===== src/rtl/parity_frame_tx.sv =====
// rtl/parity_frame_tx.sv - 12-bit serial framer: start, 9 data bits LSB first, parity, stop
module parity_frame_tx #(
  parameter int CLKS_PER_BIT = 16,
  parameter int PARITY_ODD   = 0
) (
  input  logic       clk,
  input  logic       rst_n,
  input  logic [8:0] din,
  input  logic       din_valid,
  output logic       din_ready,
  output logic       tx,
  output logic       busy,
  output logic       par_bit
);

  localparam logic [2:0] IDLE   = 3'd0;
  localparam logic [2:0] START  = 3'd1;
  localparam logic [2:0] DATA   = 3'd2;
  localparam logic [2:0] PARITY = 3'd3;
  localparam logic [2:0] STOP   = 3'd4;

  localparam int             CW       = (CLKS_PER_BIT > 2) ? $clog2(CLKS_PER_BIT) : 1;
  localparam logic [CW-1:0] CNT_LAST = CW'(CLKS_PER_BIT - 1);

  logic [2:0]    state;
  logic [CW-1:0] bit_cnt;
  logic [3:0]    bit_idx;
  logic [8:0]    shreg;
  logic          take;
  logic          bit_end;
  logic          par_next;

  assign din_ready = ~busy;
  assign take      = din_valid & din_ready;
  assign bit_end   = (bit_cnt == CNT_LAST);
  assign par_next  = (^din) ^ (PARITY_ODD != 0);

  always_ff @(posedge clk or negedge rst_n) begin
    if (!rst_n) begin
      state   <= IDLE;
      bit_cnt <= '0;
      bit_idx <= 4'd0;
      shreg   <= 9'd0;
      tx      <= 1'b1;
      busy    <= 1'b0;
      par_bit <= 1'b0;
    end else begin
      case (state)
        IDLE: begin
          bit_cnt <= '0;
          bit_idx <= 4'd0;
          tx      <= 1'b1;
          if (take) begin
            shreg   <= din;
            par_bit <= par_next;
            state   <= START;
            busy    <= 1'b1;
            tx      <= 1'b0;
          end
        end
        START: begin
          if (bit_end) begin
            bit_cnt <= '0;
            bit_idx <= 4'd0;
            state   <= DATA;
            tx      <= shreg[0];
          end else begin
            bit_cnt <= bit_cnt + CW'(1);
          end
        end
        DATA: begin
          if (bit_end) begin
            bit_cnt <= '0;
            shreg   <= {1'b0, shreg[8:1]};
            // shreg[1] becomes the LSB after this shift, so it is the next bit on the line
            if (bit_idx == 4'd8) begin
              bit_idx <= 4'd0;
              state   <= PARITY;
              tx      <= par_bit;
            end else begin
              bit_idx <= bit_idx + 4'd1;
              tx      <= shreg[1];
            end
          end else begin
            bit_cnt <= bit_cnt + CW'(1);
          end
        end
        PARITY: begin
          if (bit_end) begin
            bit_cnt <= '0;
            state   <= STOP;
            tx      <= 1'b1;
          end else begin
            bit_cnt <= bit_cnt + CW'(1);
          end
        end
        STOP: begin
          if (bit_end) begin
            bit_cnt <= '0;
            state   <= IDLE;
            busy    <= 1'b0;
            tx      <= 1'b1;
          end else begin
            bit_cnt <= bit_cnt + CW'(1);
          end
        end
        default: begin
          state   <= IDLE;
          bit_cnt <= '0;
          bit_idx <= 4'd0;
          busy    <= 1'b0;
          tx      <= 1'b1;
        end
      endcase
    end
  end

endmodule


===== config.mk =====
export PLATFORM = sky130hd
export DESIGN_NAME = parity_frame_tx
export DESIGN_NICKNAME = d
export VERILOG_FILES = /design/src/rtl/parity_frame_tx.sv
export SDC_FILE = /design/constraint.sdc
export NUM_CORES = 1
export LEC_CHECK = 0
export ABC_AREA = 1
export CORE_ASPECT_RATIO = 1.5
export CORE_MARGIN = 8
export CORE_UTILIZATION = 50
export CTS_CLUSTER_DIAMETER = 150
export DETAILED_ROUTE_END_ITERATION = 6
export PLACE_DENSITY = 0.75
export REMOVE_ABC_BUFFERS = 1
export SLEW_MARGIN = 20
export SYNTH_ARGS = -nofsm -noshare
export SYNTH_HDL_FRONTEND = slang
export SYNTH_SLANG_ARGS = --single-unit

===== constraint.sdc =====
create_clock -name clk -period 2.85 [get_ports clk]
set_input_delay 0.285 -clock clk [delete_from_list [all_inputs] [get_ports clk]]
set_output_delay 0.285 -clock clk [all_outputs]
set_load 0.02 [all_outputs]

After elaboration in Yosys (flattened, before gate mapping)
Cells that the tools add are included.
{ "word_totals": {"ff_bits": 23, "latch_bits": 0, "ram_bits": 0, "romBits": 0, "input_bits": 12, "out_inout_bits": 4, "word_cells": 63, "mem_count": 0} }
{ "classes": {"addsub": 2, "n_mul": 0, "n_div": 0, "order_cmp": 0, "eq_ne": 13, "n_shift": 0, "n_mux": 25, "bitwise": 4, "reduce_logical": 12} }
{ "ops": {"columns": ["cell", "count"], "rows": [
  ["$mux W4", 5],
  ["$mux W3", 6],
  ["$mux W9", 2],
  ["$pmux W9 S2", 1],
  ["$pmux W3 S5", 1],
  ["$ne A2 B2 Y1 const B", 6],
  ["$pmux W4 S3", 1],
  ["$reduce_and A3 Y1", 4],
  ["$reduce_xor A9 Y1", 1],
  ["$add A4 B1 Y4 const B", 2],
  ["$eq A4 B4 Y1 const B", 2],
  ["$mux W1", 7],
  ["$eq A3 B2 Y1 const B", 2],
  ["$reduce_and A6 Y1", 1],
  ["$pmux W1 S4", 1],
  ["$reduce_or A4 Y1", 1],
  ["$eq A3 B1 Y1 const B", 1],
  ["$eq A3 B3 Y1 const B", 1],
  ["$logic_not A3 Y1", 1],
  ["$not A1 Y1", 3],
  ["$pmux W1 S3", 1],
  ["$reduce_or A3 Y1", 1],
  ["$ne A2 B1 Y1 const B", 1],
  ["$reduce_and A2 Y1", 1],
  ["3 further kinds", 3]
]} }

Depth between registers and ports, before layout
Gate-level depths: netlist (run 1).
{ "depth": {"depth_word": 4, "depth_mapped": 9, "mapped_depth_nobuf": 9} }

Least setup slack after synthesis (run 1)
Ideal clock, no wire load.
{ "synth_path": {"kind": "flip-flop to flip-flop", "from": "reg bit_cnt[0]", "to": "reg shreg[1]", "setup_ps": 130, "arrival_time_ps": 1225, "required_time_ps": 2720, "path_slack_ps": 1495, "path_stages_with_launch": 6, "n_path_buf": 1, "period_less_slack_ps": 1355, "path_cell_list": "dfrtp_1 ha_1 nand3_1 o21ai_4 buf_6 o21ai_0"} }
{ "synth_via": {"elab_chain_len": 3} }
{ "synth_lines": {"columns": ["item", "line_no", "rtl"], "rows": [
  ["from (decl)", "26", "logic [CW-1:0] bit_cnt;"],
  ["from (signal assigned)", "68", "bit_cnt <= bit_cnt + CW'(1);"],
  ["from (signal assigned)", "85", "bit_cnt <= bit_cnt + CW'(1);"],
  ["from (signal assigned)", "94", "bit_cnt <= bit_cnt + CW'(1);"],
  ["$eq A4 B4 Y1", "35", "assign bit_end = (bit_cnt == CNT_LAST);"],
  ["$ne A2 B2 Y1 (no source line)", null, null],
  ["$reduce_and A3 Y1 (no source line)", null, null],
  ["to (signal assigned)", "54", "shreg <= din;"],
  ["to (signal assigned)", "74", "shreg <= {1'b0, shreg[8:1]};"],
  ["to (decl)", "28", "logic [8:0] shreg;"]
]} }
No other way between the ends.
A chain may end at the register's enable or synchronous reset.

Worst setup path after layout (run 1)
{ "layout_path": {"from": "reg busy", "to": "out din_ready"} }
{ "layout_via": {"elab_chain_len": 1} }
{ "layout_lines": {"columns": ["item", "line_no", "rtl"], "rows": [
  ["from (decl)", "12", "output logic busy,"],
  ["from (signal assigned)", "45", "busy <= 1'b0;"],
  ["from (signal assigned)", "57", "busy <= 1'b1;"],
  ["from (signal assigned)", "101", "busy <= 1'b0;"],
  ["$not A1 Y1", "33", "assign din_ready = ~busy;"],
  ["to (decl)", "10", "output logic din_ready,"]
]} }
No other way between the ends.

==> results, run 1 <==
- Yosys mapped a number of flops with a built-in enable equal to 0.
- Setup violations remaining at the end of the flow were counted as 0.
- Measured along the y axis, the die boundary spans 80.8 um.
- The kind of path behind the tightest hold check is input pin to async pin.
- Headroom to the max-slew limit came out at 70.8%.
- The worst setup path is launched from a flop.
- The clock buffer count from CTS is 3.
- The row count is 23.
- In this run, distinct cell masters in the synthesized netlist total 32.
- For this design the ratio of total power to cell area is 998 nW/um^2.
- Global routing used 13.0% of the available tracks.
- The wire-length estimate of the detail-placed layout is 2270 um.
- The setup slack of the most critical reg-to-reg path is 1.21 ns.
- The largest net degree at the start of global routing is 24.
- For this run, the number of Yosys warnings is 0.
- The routability-driven placement congestion ratio is 0.829.
- The detailed router placed 1174 vias in this run.
- The cell sitting at the root of the clock tree is a sky130_fd_sc_hd__clkbuf_8.
- The initial detailed-routing violation count is 29.
- The worst path uses 59.6% of the clock period.
- The leftover overflow at the end of global routing is 0.
- The count of nets left with antenna violations once routing finished came out at 0.
- Relative to the synthesized area, the layout overhead comes to 16.2%.
- The initial utilization of the core area, before any placement, comes to 52.2%.
- For this design, the sink count on the clock tree is 23.
- The wire length on met1 is 1130 um.
- Summed over all layers, the routed wires come to 2830 um.
- The static leakage is 0.784 nW.
- The maximum operating frequency is 588 MHz.
- Post-CTS timing repair inserted 0 buffers for setup.
- The initial antenna violation count is 0.
- The source-to-sink clock delay at the later pin of the worst-skew pair is 0.26 ns.
- The count of endpoints failing hold in the final timing report was 0.
- The nature of the critical path endpoint is an output port.
- After detailed routing, the met3 layer carries 96 um of wire.
- The post-synthesis instance area is 1400 sq um.
- The floorplan step set the die width to 59.2 um.
- The clock period minus worst slack is 1.70 ns.
- The worst IR drop on VDD is 0.548 mV.
- The critical path is of the flop to output port type.
- The largest buffer count on any clock path is 2.
- The first-pass GRT wire length is 4940 um.
- The number of top-level pins is 16.
- The overall power consumption is 0.00162 W.
- Buffers placed on the I/O ports in this run total 15.
- The number of max-cap violations is 0.
- The worst setup margin is 1.15 ns.
- The remaining routing DRC violations is 0.
- Of the cells placed in the final design, the portion with a size suffix greater than 1 is 13.6%.
- A synthesized cell averages 8.08 sq um.
- Along the worst path, the maximum fanout reaches 4.
- The final sum of negative setup slack is 0 ns.
- The count of pins over their slew limit was 0.
- The total of hold buffers inserted after clock tree synthesis is 0.
- Between clock sinks in the finished design, the worst skew comes to 0.00297 ns.
- The run finished with clean final reports.
- The post-layout net count is 207.
- After synthesis the netlist holds a flip-flop and latch count of 23.
- The first detailed-routing pass ran for 4 iterations.
- The via count of the first global-routing pass came to 1170.
- The highest layer used for signal routing is met4.
- In this run the number of H-tree levels came out at 1.
- The die covers 4780 sq um.
- Dividing the detail-routed via count by the number of cells gives 5.15.
- The commonest register cell after synthesis is sky130_fd_sc_hd__dfrtp_1.
- Data on the critical path is required at its endpoint by 2.57 ns.
- In the final routed layout, each cell accounts on average for 12.4 um.
- At the worst endpoint, the arrival time is 1.41 ns.
- The sum of met2 wire segment lengths after detailed routing is 1570 um.
- Sequential elements use 41.3% of the synthesized area.
- The area of the core region is 2680 sq um.
- The CTS tree is done.
- The number of cells in the finished layout apart from fillers is 228.
- The proportion of netlist area held by the largest area contributor is 39.4%.
- By area the synthesized netlist is led by sky130_fd_sc_hd__dfrtp_1, sky130_fd_sc_hd__nand2_1, sky130_fd_sc_hd__inv_1.
- The share of async-settable or async-resettable flops after synthesis is 100%.
- Of all cell types, the one taking the most synthesized area is sky130_fd_sc_hd__dfrtp_1.
- Cells fill 60.7% of the core in the end.
- The number of gates given a new drive strength after cts is 0.
- At the placement stage, the worst setup path has a slack of 1.21 ns.
- The number of inserted diodes is 0.
- The post-synthesis cell count is 173.
- The number of placed instances with taps included is 224.
- At the pin with the least slew margin, the transition time is 0.437 ns.
- After clock tree synthesis, the clock-pin slew on the worst setup and hold paths is 0.08 ns.
- Setup repair after global routing left no endpoint under its margin.
[per-layer routing]
layer,vias up,global-route usage (%)
met2,16,24.7
met1,556,13.9
met4,0,4.57
li1,598,-
met3,4,2.05
met5,-,0
[worst paths after layout]
check | from | to | depth (start not counted)
max in group asynchronous | rst_n | tx | 2
min in group clk | bit_cnt[0] | bit_cnt[0] | 1
max reg2reg | bit_cnt[0] | shreg[0] | 5
max | busy | din_ready | 2
min reg2reg | bit_cnt[0] | bit_cnt[0] | 1
min | rst_n | bit_cnt[2] | 2
[area by class of cell]
class                   count  area (sq um)
multi-input cells         119           687
fillers                   245          1050
clock buffers               4          45.0
flip-flops and latches     23           577
repair buffers             16           158
inverters                  29           111
well taps                  37          46.3
[cell usage in the layout, fill, tap and decap left out, drive strengths merged]
cell type      netlist  final
o211ai               8      8
o22ai                1      1
nand3               18     18
dfstp                1      1
buf                  2      1
nor2                14     14
xnor2                2      2
inv                 29     29
a31oi                1      1
clkdlybuf4s50        0     15
nand4                2      2
ha                   3      3
or2                  1      1
nor3b                1      1
nand2               46     46
a21boi               1      1
xor2                 2      2
dfrtp               22     22
clkbuf               0      4
a21oi                4      4
o21ai               15     15
[cells by family (layout without fill, tap and decap cells)]
group,Yosys count,in the layout,synth area share (%)
adders and majority gates,3,3,2.69
and+or+nand+nor,82,82,28.0
xor gates and xnor gates,4,4,2.51
DFF,23,23,41.3
buffers and inverters,31,49,9.58
AOI/OAI and AO/OA,30,30,15.9
[flip-flops by register name, indices dropped and copies added, names as in the netlist]
register,cells
par_bit,1
state,3
shreg,9
busy,1
bit_idx,4
bit_cnt,4
tx,1
[power by group]
| group | switching [W] | leakage (nW) | internal [W] |
|---|---|---|---|
| sequential | 0.000107 | 0.290 | 0.000471 |
| combinational | 0.000539 | 0.472 | 0.000302 |
| clock | 0.000102 | 0.0228 | 0.0000997 |
[per-stage QoR]
stage          hold slack, ns  area [sq um]
3_5_place_dp            0.458          1580
3_3_place_gp            0.443          1580
5_1_grt                 0.417          1620
2_1_floorplan         -0.0106          1380
4_1_cts                 0.383          1620
6_report                0.378          1620
[synthesized netlist by cell type, drive strengths merged (2+ instances only)]
cell and count:
inv 29, o211ai 8, nand3 18, o21ai 15
nand4 2, nand2 46, buf 2, xor2 2
a21oi 4, ha 3, dfrtp 22, nor2 14
xnor2 2
[worst max-delay path, cell delays in order, from the launching register on]
cell and delay [ns]:
sky130_fd_sc_hd__dfrtp_1 0.38, sky130_fd_sc_hd__inv_1 0.14, sky130_fd_sc_hd__clkdlybuf4s50_1 0.63
(Power assumes the default switching activity.)
==> run 2, diff against run 1 <==
- PLACE_DENSITY: 0.75 -> 0.78
- clock period: 2.85 -> 1.5 ns (I/O delays scaled with it)
==> results, run 2 (synthesized netlist as in run 1, its figures left out) <==
- Run status: completed (unchanged).
- The post-layout net count is 210 (was 207).
- The overall power consumption is 0.00319 W (was 0.00162 W).
- The number of H-tree levels is 1 (unchanged).
- The area of the core region is 2680 sq um (unchanged).
- The number of top-level pins is 16 (unchanged).
- The cell type with the highest occurrence count on the critical path is sky130_fd_sc_hd__nor2_2.
- The number of port buffers was 15 (unchanged).
- The routed length per instance is 12.7 um (was 12.4 um).
- The largest net degree at the start of global routing is 24 (unchanged).
- The total power per unit cell area came to 1900 nW/um^2 (was 998 nW/um^2).
- The area occupied by multi-input gates is 704 sq um (was 687 sq um).
- The clock-pin slew of the registers on the worst-case setup and hold paths is 0.08 ns (about the same).
- The source-to-sink clock delay at the later pin of the worst-skew pair is 0.26 ns (about the same).
- The width of the chip is 59.2 um (unchanged).
- Registers with the most flip-flops: shreg (9), bit_cnt (4), bit_idx (4) (unchanged).
- The number of inserted diodes is 0 (unchanged).
- The kind of critical path is flop to flop (was flop to output port).
- The CTS tree is done (unchanged).
- The maximum single-stage delay on the critical path is 0.40 ns (was 0.63 ns).
- The height of the die is 80.8 um (unchanged).
- The row count was 23 (unchanged).
- The area taken by flip-flops and latches is 579 sq um (was 577 sq um).
- The die area came to 4780 sq um (unchanged).
- The aggregate global-route resource usage is 13.8% (was 13.0%).
- The initial antenna violation count is 0 (unchanged).
- The flip-flop count of the largest register, all copies and words added was 9 (unchanged).
- The remaining routing DRC violations is 0 (unchanged).
- Critical path cell sequence: inv_1, ha_1, nand2_1, nor2_2, nor2_1, nor2_2, nand2_4, o21ai_1 (was inv_1, clkdlybuf4s50_1).
- The count of vias placed by the detailed router is 1232 (was 1174).
- The routability-driven placement congestion ratio was 0.921 (was 0.829).
- The data arrival time of the worst path came to 1.60 ns (was 1.41 ns).
- The area growth from synthesis to layout is 20.1% (was 16.2%).
- The worst IR drop on VDD was 0.946 mV (was 0.548 mV).
- The worst flop-to-flop path startpoint is bit_idx[0] (was bit_cnt[0]).
- The kind of path behind the tightest hold check is input pin to async pin (unchanged).
- The relative max-transition margin is 79.5% (was 70.8%).
- The first-pass iteration count of the detailed router is 4 (unchanged).
- The number of filler cells placed in the layout is 245 (unchanged).
- The count of pins over their slew limit came to 0 (unchanged).
- The post-DP HPWL is 2250 um (was 2270 um).
- The destination of the worst register-to-register timing path is state[2] (was shreg[0]).
- The commonest non-fill, non-tap cell in the layout was sky130_fd_sc_hd__nand2_1 (unchanged).
- The post-placement setup slack is 0.0329 ns (was 1.21 ns).
- The worst path in the final design needs a cycle of 1.43 ns, including I/O delays and setup.
- The share of final-layout standard cells stronger than drive strength 1 came to 17.0% (was 13.6%).
- The nature of the critical path endpoint is a flop (was output port).
- The ratio of routed vias to standard cells is 5.33 (was 5.15).
- The worst setup margin came to 0.0727 ns (was 1.15 ns).
- The setup slack of the most critical reg-to-reg path is 0.07 ns (was 1.21 ns).
- The post-detailed-route count of antenna-violating nets was 0 (unchanged).
- The count of endpoints failing hold in the final timing report came to 0 (unchanged).
- The leftover overflow at the end of global routing came to 0 (unchanged).
- The largest buffer count on any clock path is 2 (unchanged).
- The root buffer selected by CTS is sky130_fd_sc_hd__clkbuf_8 (unchanged).
- The via count of the first global-routing pass is 1257 (was 1170).
- The first-pass GRT wire length came to 5260 um (was 4940 um).
- The largest fanout on the critical path is 4 (unchanged).
- The clock buffer count from CTS came to 3 (unchanged).
- The number of max-cap violations is 0 (unchanged).
- The initial detailed-routing violation count is 25 (was 29).
- The count of endpoints failing setup in the final report is 0 (unchanged).
- The setup skew after layout is 0.00221 ns (was 0.00297 ns).
- The initial standard-cell utilization of the core is 52.2% (unchanged).
- The required time of the critical path is 1.67 ns (was 2.57 ns).
- The library cell contributing the largest single delay on the critical path was sky130_fd_sc_hd__dfrtp_1 (was sky130_fd_sc_hd__clkdlybuf4s50_1).
- The number of clock sinks is 23 (unchanged).
- The maximum operating frequency is 701 MHz.
- The worst reg-to-reg path cell count is 8 (was 5).
- The static leakage is 0.803 nW (was 0.784 nW).
- The final wirelength came to 2930 um (was 2830 um).
- The transition time at the pin with the least slew margin was 0.307 ns (was 0.437 ns).
- The top register by number of flip-flops is shreg (unchanged).
- Leading cell types in the layout, fill and taps excluded: sky130_fd_sc_hd__nand2_1, sky130_fd_sc_hd__inv_1, sky130_fd_sc_hd__dfrtp_1, sky130_fd_sc_hd__nand3_1, sky130_fd_sc_hd__clkdlybuf4s50_1 (unchanged).
- The category of the worst setup path launch point is a flop (unchanged).
- After layout, the worst path uses 95.2% of the clock period.
[run 2: stage by stage]
stage	utilization, %	TNS (ns)	cell area [sq um]	hold slack (ns)	instances
4_1_cts	61.6	0	1650	0.241	230
3_5_place_dp	60.0	0	1610	0.461	226
6_report	62.7	0	1680	0.228	231
5_1_grt	62.7	-0.0122	1680	0.265	231
2_1_floorplan	-	0	1380	-0.146	171
3_3_place_gp	60.0	0	1610	0.456	226
[run 2: area by class of cell]
type | instances | area share (%)
clock buffers | 4 | 2.68
inverters | 29 | 6.78
multi-input cells | 119 | 42.0
flip-flops and latches | 23 | 34.5
well taps | 37 | 2.76
repair buffers | 19 | 11.3
[run 2: worst max-delay path by stage]
stage / cells past startpoint / start / endpoint / slack, ns
2_1_floorplan: 5 / bit_cnt[0] / shreg[3] / 0.1
3_3_place_gp: 6 / bit_cnt[0] / shreg[2] / 0.05
3_5_place_dp: 6 / bit_cnt[0] / shreg[0] / 0.03
4_1_cts: 6 / bit_cnt[0] / shreg[6] / 0.004
5_1_grt: 8 / bit_idx[0] / state[2] / -0.01
6_report: 8 / bit_idx[0] / state[2] / 0.07
[run 2: power breakdown]
| group | internal, W | switching (W) |
|---|---|---|
| sequential | 0.000900 | 0.000211 |
| combinational | 0.000625 | 0.00107 |
| clock | 0.000190 | 0.000195 |
| total | 0.00171 | 0.00147 |
[run 2: per-layer routing]
metal	track usage, %	share of wire [%]	up-vias
met5	0	0	-
met4	6.01	2.4	0
met3	2.37	3.1	7
met2	25.8	53	24
met1	14.7	41	597
li1	-	-	604
[run 2: worst max-delay path, delay by kind of cell (launching register included)]
family,cells,cell delay (ns)
buffers and inverters,1,0.10
DFF,1,0.40
adders and majority gates,1,0.18
AOI/OAI and AO/OA,1,0.17
and+or+nand+nor,5,0.48
[run 2: timing repair]
item,4_1_cts,5_1_grt
gates resized for setup,2,7
setup buffers,0,1
setup endpoints to repair,2,18
hold buffers,0,0
pin swaps,0,1
